[config.mk]
export PLATFORM = sky130hd
export DESIGN_NAME = mips_mc_controller
export DESIGN_NICKNAME = d
export VERILOG_FILES = /design/src/rtl/mips_mc_controller.sv
export SDC_FILE = /design/constraint.sdc
export NUM_CORES = 1
export LEC_CHECK = 0
export BUFFER_PORTS_ARGS = -buffer_cell sky130_fd_sc_hd__buf_2
export CORE_AREA = 2 2 71 73
export CTS_CLUSTER_DIAMETER = 200
export DETAILED_ROUTE_END_ITERATION = 10
export DIE_AREA = 0 0 73 75
export GPL_TIMING_DRIVEN = 0
export PLACE_DENSITY_LB_ADDON = 0.1
export SLEW_MARGIN = 10
export SYNTH_ARGS = -nofsm -noshare
export SYNTH_HDL_FRONTEND = slang
export SYNTH_SLANG_ARGS = --single-unit
[constraint.sdc]
create_clock -name clk -period 2.6 [get_ports clk]
set_input_delay 0.26 -clock clk [delete_from_list [all_inputs] [get_ports clk]]
set_output_delay 0.26 -clock clk [all_outputs]
set_load 0.02 [all_outputs]
[src/rtl/mips_mc_controller.sv]
// mips_mc_controller
// Multi-cycle MIPS control unit. A Moore FSM steps each instruction through
// FETCH/DECODE and an opcode-specific tail, then drives the datapath selects
// and write enables decoded from the current state.
//
// Ports
//   clk, rst            rising-edge clock, synchronous active-high reset
//   OpCode, Func        instruction[31:26] and instruction[5:0] from the IR
//   zero_flag           ALU zero, consumed only in BRANCH
//   PCWrite .. PCSrc    datapath control (memory, IR, register file, ALU, PC)
//   illegal_op          registered one-cycle pulse on unsupported opcode/funct
//   inst_count          retired-instruction counter, wraps at 2^32
//
// state    | meaning
// FETCH    | read instruction, PC <= PC + 4
// DECODE   | branch target into ALUOut, dispatch on OpCode
// EXEC_R   | R-type ALU operation, funct checked here
// WB_R     | R-type result to rd
// EXEC_I   | addi/slti ALU operation
// WB_I     | immediate result to rt
// MEM_ADDR | lw/sw effective address
// MEM_RD   | data memory read
// WB_LW    | loaded data to rt
// MEM_WR   | data memory write
// BRANCH   | beq/bne compare, conditional PC load
// JUMP     | j
// JAL      | jal, link register 31 written in the same cycle as the jump
// JR       | jr
module mips_mc_controller #(
  // Value loaded into inst_count by reset; non-zero only to start the
  // counter near its wrap point.
  parameter logic [31:0] COUNT_RESET = 32'h0
) (
  input  logic        clk,
  input  logic        rst,
  input  logic [5:0]  OpCode,
  input  logic [5:0]  Func,
  input  logic        zero_flag,
  output logic        PCWrite,
  output logic        IorD,
  output logic        MemRead,
  output logic        MemWrite,
  output logic        IRWrite,
  output logic        RegDst,
  output logic        Ch_31,
  output logic        RegWrite,
  output logic        MemtoReg,
  output logic        PCtoReg,
  output logic        ALUSrcA,
  output logic [1:0]  ALUSrcB,
  output logic [2:0]  ALUOpr,
  output logic [1:0]  PCSrc,
  output logic        illegal_op,
  output logic [31:0] inst_count
);

  localparam logic [5:0] OP_RTYPE = 6'b000000;
  localparam logic [5:0] OP_ADDI  = 6'b001000;
  localparam logic [5:0] OP_SLTI  = 6'b001010;
  localparam logic [5:0] OP_LW    = 6'b100011;
  localparam logic [5:0] OP_SW    = 6'b101011;
  localparam logic [5:0] OP_BEQ   = 6'b000100;
  localparam logic [5:0] OP_BNE   = 6'b000101;
  localparam logic [5:0] OP_J     = 6'b000010;
  localparam logic [5:0] OP_JAL   = 6'b000011;
  localparam logic [5:0] FN_JR    = 6'b001000;

  typedef enum logic [3:0] {
    S_FETCH, S_DECODE, S_EXEC_R, S_WB_R, S_EXEC_I, S_WB_I, S_MEM_ADDR,
    S_MEM_RD, S_WB_LW, S_MEM_WR, S_BRANCH, S_JUMP, S_JAL, S_JR
  } state_t;

  state_t     state;
  logic       retire;
  logic       func_ok;
  logic [2:0] func_alu;

  // R-type funct decode: {supported, ALU operation}
  always_comb begin
    func_ok  = 1'b1;
    func_alu = 3'b000;
    case (Func)
      6'b100000: func_alu = 3'b010;
      6'b100010: func_alu = 3'b110;
      6'b100100: func_alu = 3'b000;
      6'b100101: func_alu = 3'b001;
      6'b101010: func_alu = 3'b111;
      default:   func_ok  = 1'b0;
    endcase
  end

  // Last cycle of every legal instruction, including a not-taken branch.
  assign retire = state inside {S_WB_R, S_WB_I, S_WB_LW, S_MEM_WR,
                                S_BRANCH, S_JUMP, S_JAL, S_JR};

  always_ff @(posedge clk) begin
    if (rst) begin
      state      <= S_FETCH;
      illegal_op <= 1'b0;
      inst_count <= COUNT_RESET;
    end else begin
      illegal_op <= 1'b0;
      if (retire) inst_count <= inst_count + 32'd1;
      case (state)
        S_FETCH:  state <= S_DECODE;
        S_DECODE: begin
          case (OpCode)
            OP_RTYPE:       state <= (Func == FN_JR) ? S_JR : S_EXEC_R;
            OP_ADDI,
            OP_SLTI:        state <= S_EXEC_I;
            OP_LW,
            OP_SW:          state <= S_MEM_ADDR;
            OP_BEQ,
            OP_BNE:         state <= S_BRANCH;
            OP_J:           state <= S_JUMP;
            OP_JAL:         state <= S_JAL;
            default: begin
              state      <= S_FETCH;
              illegal_op <= 1'b1;
            end
          endcase
        end
        S_EXEC_R: begin
          if (func_ok) begin
            state <= S_WB_R;
          end else begin
            state      <= S_FETCH;
            illegal_op <= 1'b1;
          end
        end
        S_EXEC_I:   state <= S_WB_I;
        S_MEM_ADDR: state <= (OpCode == OP_LW) ? S_MEM_RD : S_MEM_WR;
        S_MEM_RD:   state <= S_WB_LW;
        default:    state <= S_FETCH;
      endcase
    end
  end

  always_comb begin
    PCWrite  = 1'b0;
    IorD     = 1'b0;
    MemRead  = 1'b0;
    MemWrite = 1'b0;
    IRWrite  = 1'b0;
    RegDst   = 1'b0;
    Ch_31    = 1'b0;
    RegWrite = 1'b0;
    MemtoReg = 1'b0;
    PCtoReg  = 1'b0;
    ALUSrcA  = 1'b0;
    ALUSrcB  = 2'b00;
    ALUOpr   = 3'b000;
    PCSrc    = 2'b00;
    case (state)
      S_FETCH: begin
        MemRead = 1'b1;
        IRWrite = 1'b1;
        PCWrite = 1'b1;
        ALUSrcB = 2'b01;
        ALUOpr  = 3'b010;
      end
      S_DECODE: begin
        ALUSrcB = 2'b11;
        ALUOpr  = 3'b010;
      end
      S_EXEC_R: begin
        ALUSrcA = 1'b1;
        ALUOpr  = func_alu;
      end
      S_WB_R: begin
        RegWrite = 1'b1;
        RegDst   = 1'b1;
      end
      S_EXEC_I: begin
        ALUSrcA = 1'b1;
        ALUSrcB = 2'b10;
        ALUOpr  = (OpCode == OP_SLTI) ? 3'b111 : 3'b010;
      end
      S_WB_I:  RegWrite = 1'b1;
      S_MEM_ADDR: begin
        ALUSrcA = 1'b1;
        ALUSrcB = 2'b10;
        ALUOpr  = 3'b010;
      end
      S_MEM_RD: begin
        MemRead = 1'b1;
        IorD    = 1'b1;
      end
      S_WB_LW: begin
        RegWrite = 1'b1;
        MemtoReg = 1'b1;
      end
      S_MEM_WR: begin
        MemWrite = 1'b1;
        IorD     = 1'b1;
      end
      S_BRANCH: begin
        ALUSrcA = 1'b1;
        ALUOpr  = 3'b110;
        PCSrc   = 2'b01;
        // Only Mealy term: the compare result is consumed in this cycle.
        PCWrite = ((OpCode == OP_BEQ) & zero_flag) |
                  ((OpCode == OP_BNE) & ~zero_flag);
      end
      S_JUMP: begin
        PCWrite = 1'b1;
        PCSrc   = 2'b10;
      end
      S_JAL: begin
        PCWrite  = 1'b1;
        PCSrc    = 2'b10;
        RegWrite = 1'b1;
        Ch_31    = 1'b1;
        PCtoReg  = 1'b1;
      end
      S_JR: begin
        PCWrite = 1'b1;
        PCSrc   = 2'b11;
      end
      default: ;
    endcase
    // Nothing may be written while reset is held, whatever the state.
    if (rst) begin
      PCWrite  = 1'b0;
      IRWrite  = 1'b0;
      RegWrite = 1'b0;
      MemWrite = 1'b0;
      MemRead  = 1'b0;
    end
  end

endmodule

======== Yosys cells after proc, flatten, opt, wreduce, memory -nomap -nowiden ========
Cells that the tools add are included.
operators by class
  equality and inequality tests ........... 27
  multiplexer cells ....................... 29
  bitwise logic cells ..................... 4
  $add $sub $neg .......................... 1
  reductions and logical operators ........ 16
operator list
  operator                                        count
  case mux 4 bit (6 select lines)                 2
  == test 6 bit (second input constant)           7
  adder 32 x 1 -> 32 bit (second input constant)  1
  == test 4 bit (second input constant)           6
  case mux 3 bit (4 select lines)                 2
  == test 6 x 4 -> 1 bit (second input constant)  3
  two-way mux 1 bit                               17
  == test 4 x 3 -> 1 bit (second input constant)  4
  OR reduction 2 bit                              7
  == test 6 x 2 -> 1 bit (second input constant)  2
  == test 6 x 3 -> 1 bit (second input constant)  2
  case mux 2 bit (3 select lines)                 2
  OR reduction 4 bit                              3
  OR reduction 9 bit                              1
  == test 4 x 2 -> 1 bit (second input constant)  2
  two-way mux 4 bit                               2
  nonzero test 8 bit                              1
  zero test 6 bit                                 1
  OR reduction 5 bit                              1
  == test 4 x 1 -> 1 bit (second input constant)  1
  zero test 4 bit                                 1
  case mux 1 bit (2 select lines)                 2
  two-way mux 3 bit                               1
  OR reduction 3 bit                              1
  other kinds (4)                                 5
storage, ports and cells
  register bits after elaboration ......... 37
  output and inout port bits .............. 51
  bits of input ports ..................... 15
  logic and storage cells ................. 80

======== Logic depth before layout (Yosys ltp) ========
  depth after elaboration ................. 5
  mapped depth ............................ 6

======== Worst setup path before layout ========
Ideal clock, no wire load.
  path kind ............................... flip-flop to flip-flop
  start ................................... register inst_count[6]
  end ..................................... register inst_count[30]
  cell stages (with the launch flop) ...... 6
  setup slack ............................. 0.589 ns
  clock period less this slack ............ 2.011 ns
  required time ........................... 2.479 ns
  library setup time ...................... 0.121 ns
  arrival ................................. 1.891 ns
  cells stage by stage .................... dfxtp_1 > nand3_1 > or4_4 > nor2_1 > and3_1 > mux2_2
between the ends
  longest elaborated chain between the ends .. 1
RTL lines
  item                    line  text
  from (decl)             54    output logic [31:0] inst_count
  from (signal assigned)  103   if (retire) inst_count <= inst_count + 32'd1;
  adder 32 x 1 -> 32 bit  103
No other way between the ends.
A chain may end at the register's enable or synchronous reset.

======== Worst setup path in the final report ========
  start ................................... register state[0]
  end ..................................... output port MemRead
between the ends
  longest elaborated chain between the ends .. 4
  elaborated cells on any way between the ends .. 5
  classes of those cells .................. eq/ne (1); mux (2); reduce/logical (2)
RTL lines
  item                                                              line  text
  from (decl)                                                       73    state_t state;
  from (signal assigned)                                            108   OP_RTYPE: state <= (Func == FN_JR) ? S_JR : S_EXEC_R;
  from (signal assigned)                                            132   S_MEM_ADDR: state <= (OpCode == OP_LW) ? S_MEM_RD : S_MEM_WR;
  == test 4 x 3 -> 1 bit / zero test 4 bit (equally long branches)  154   case (state)
  OR reduction 2 bit (no line) *                                    -
  two-way mux 1 bit *                                               154
  two-way mux 1 bit *                                               223   if (rst) begin
  to (decl)                                                         41    output logic MemRead,
Every way passes the cells marked *; elsewhere a longest branch is shown, timed or not.

==> results.yml <==
status:
  run_status: "finished clean"
clock_network:
  cts-root-buf: "sky130_fd_sc_hd__clkbuf_8"
  cts.repair_timing.setup_buffer_count: 0
  cts.hold.buffers_added: 0
  tritoncts.num_buffers: 5
  ctsResizeCount: 0
  clock_sink_count: 37
  cts_htree_levels: 2
  clock_latency_ns: 0.29
  cts_tree: "built"
  cts.path.max_buffers: 2
  clk_transition_reported_paths_ns: 0.07
timing:
  final.hold.worst_slack_ns: 0.343
  finalCritPeriodShare_pct: 86.7
  maxSlewHeadroom_pct: 56.2
  rsz_0062_raised_after_global_routing: "false"
  clock-skew-final_ns: 0.00226
  setup_viol: 0
  final_max_slew_viol_count: 0
  hold_viol: 0
  tightestPinTransition_ns: 0.654
  min_cycle_time_layout_ns: 2.25
  max_freq_mhz: 444
  totalNegativeSetupSlack_ns: 0
critical_path:
  crit_type: "reg2out"
  critical_path.startpoint_type: "flop"
  endpoint_kind_of_the_worst_setup_timing_path: "output port"
  ff2ff_setup_slack_ns: 0.55
  timing.critical_path.cells: "clkbuf_1, buf_1, nand3_1, a211oi_1, buf_2"
  worst_ep_required_time_ns: 2.34
  crit_family: "buffers and inverters"
  slowest_stage: "sky130_fd_sc_hd__dfxtp_1"
  timing.critical_path.slowest_cell_delay_ns: 0.42
  crit_path_max_fanout: 10
  crit_path_start: "state[0]"
  cp.buffers_inverters: 3
  worstReg2RegStart: "inst_count[6]"
  critical_path_arrival_ns: 1.99
power_and_ir_drop:
  power.ir.vdd_worst_mv: 0.168
  totalPowerFinal_w: 0.00109
  power.density_cell_area_nw_per_um2: 376
  p_leak_nw: 1.20
synthesis:
  ys_types: 52
  synth.net_count: 326
  synth_sequential_area_ratio_pct: 30.5
  synth_edf_count: 0
  dominantRegCellSynth: "sky130_fd_sc_hd__dfxtp_1"
  synth-seq-cells: 37
  postSynthCellCount: 310
  synth_warnings: 0
  postSynthAreaPerCell_sq_um: 7.83
  mappedNetlistArea_sq_um: 2430
  asyncSetResetFlopFracSynth_pct: 0
layout:
  fill_cells: 436
  drive_gt1_share_pct: 24.1
  area.growth.synth_to_final_pct: 19.5
  n_antenna_cell: 0
  final_net_count: 397
floorplan:
  rows: 25
  initial_utilization_pct: 52.1
  chipHeight_um: 75
  die-area_sq_um: 5480
  fp.dieW_um: 73
  i_o_pin_cnt: 66
  core_area_sq_um: 4660
flow_run:
  maxCapViolCount: 0
route:
  firstDrtPassIters: 4
  post_drt_wl_per_cell_um: 13.6
  detailroute.via_count: 2467
  vias_per_cell: 5.67
  postRouteWirelength_mm: 5.90
  antenna_left: 0
  remaining_drc_errors: 0
  initialDrtViolationCount: 107
grt:
  grt_max_degree: 11
  globalRouteOverflowTotal: 0
  grt_pass1_vias: 2156
  grt.total_usage_pct: 22.6
  grt_antenna_before_repair: 0
  global_route_wire_length_before_repair_mm: 9.76
placement:
  numPortBuffers: 64
  detailedPlacementHpwl_mm: 4.43
  replace_congestion: 0.911
hold_path:
  timing.hold.worst.class: "in2reg"
  min-delay-start: "rst"
==> stage by stage <==
stage	utilization [%]	cells	instance area (sq um)	setup WS, ns
after floorplan	-	310	2430	0.589
after global placement	60.4	428	2810	0.608
after detailed placement	60.4	428	2810	0.574
after CTS	62.2	435	2900	0.336
after global routing	62.2	435	2900	0.142
final	62.2	435	2900	0.346
==> placed cells by master, fill, tap and decap left out, types with 4 or more instances in the layout <==
cell / count
sky130_fd_sc_hd__nand3_1: 18
sky130_fd_sc_hd__nor3_1: 15
sky130_fd_sc_hd__nand2_1: 26
sky130_fd_sc_hd__inv_1: 4
sky130_fd_sc_hd__a31oi_1: 5
sky130_fd_sc_hd__a21oi_1: 10
sky130_fd_sc_hd__xor2_1: 19
sky130_fd_sc_hd__dfxtp_1: 37
sky130_fd_sc_hd__nor4_1: 5
sky130_fd_sc_hd__nor2b_1: 9
sky130_fd_sc_hd__nand2b_1: 6
sky130_fd_sc_hd__xnor2_1: 10
sky130_fd_sc_hd__clkbuf_8: 7
sky130_fd_sc_hd__nand4_1: 16
sky130_fd_sc_hd__nor2_1: 49
sky130_fd_sc_hd__o21ai_0: 8
sky130_fd_sc_hd__buf_2: 67
sky130_fd_sc_hd__and3_1: 8
sky130_fd_sc_hd__clkbuf_1: 11
sky130_fd_sc_hd__mux2i_1: 5
==> final timing paths <==
| kind | end | depth (start not counted) |
|---|---|---|
| hold / removal | inst_count[30] | 3 |
| setup reg to reg | inst_count[30] | 5 |
| setup / recovery | MemRead | 5 |
| hold reg to reg | inst_count[1] | 2 |
==> flip-flops by register name, summed over array words and instances (netlist names) <==
signal,flops
state,4
illegal_op,1
inst_count,32
==> worst register-to-register path, stage by stage (launching register included) <==
cell,delay [ns]
sky130_fd_sc_hd__dfxtp_1,0.42
sky130_fd_sc_hd__nand3_1,0.27
sky130_fd_sc_hd__or4_4,0.63
sky130_fd_sc_hd__nor2_1,0.11
sky130_fd_sc_hd__and3_1,0.17
sky130_fd_sc_hd__mux2_2,0.33
==> kinds of logic (layout without fill, tap and decap cells) <==
group           Yosys count  count (layout)  share of synthesized area (%)
mux                       6               6                           2.53
fa+ha+maj                 1               1                          0.516
simple gates            181             181                           41.9
xor+xnor                 29              29                           10.5
compound gates           36              36                           10.2
buf+inv                  20              91                           3.82
flops                    37              37                           30.5
==> synthesized netlist by cell type (all sizes together), types with 2 or more instances <==
cell    count  area share [%]
or4         4             1.5
nand2b      6             1.5
a21oi      10             2.1
or2         2            0.52
nand2      26             4.0
nor4        8             3.2
nand4      17             5.0
a211o       2            0.72
or3         3            0.77
xnor2      10             3.6
buf         5             1.1
a31oi       5             1.3
o21ai       8             1.7
nor3       17             4.4
and3        8             2.1
mux2i       5             2.1
and2        4             1.0
nand3b      3            0.93
xor2       19             6.9
a211oi      2            0.62
nor2b       9             2.3
clkbuf     11             2.1
dfxtp      37              31
inv         4            0.62
nand3      19             4.1
nor2       49             7.6
nand4b      2            0.72
==> cell type report <==
cell class / count / area (sq um) / share of cell area, %
Multi-Input combinational cell: 253 / 1590 / 54.9
Inverter: 4 / 15.0 / 0.518
Clock buffer: 7 / 86.3 / 2.98
Sequential cell: 37 / 741 / 25.5
Tap cell: 54 / 67.6 / 2.33
Buffer: 16 / 77.6 / 2.67
Timing Repair Buffer: 64 / 320 / 11.0
==> layer usage <==
layer | track usage, % | share of wire, %
met4 | 10.5 | 2.4
met2 | 37.5 | 48
met5 | 0 | 0
met3 | 4.55 | 4.4
met1 | 28.3 | 45
==> power breakdown <==
part           leakage [nW]  switching, W  internal (W)
Clock                0.0443      0.000193      0.000210
Combinational         0.860     0.0000739     0.0000408
Sequential            0.298    0.00000265      0.000569
No activity file was read; power rests on OpenSTA's default activity.
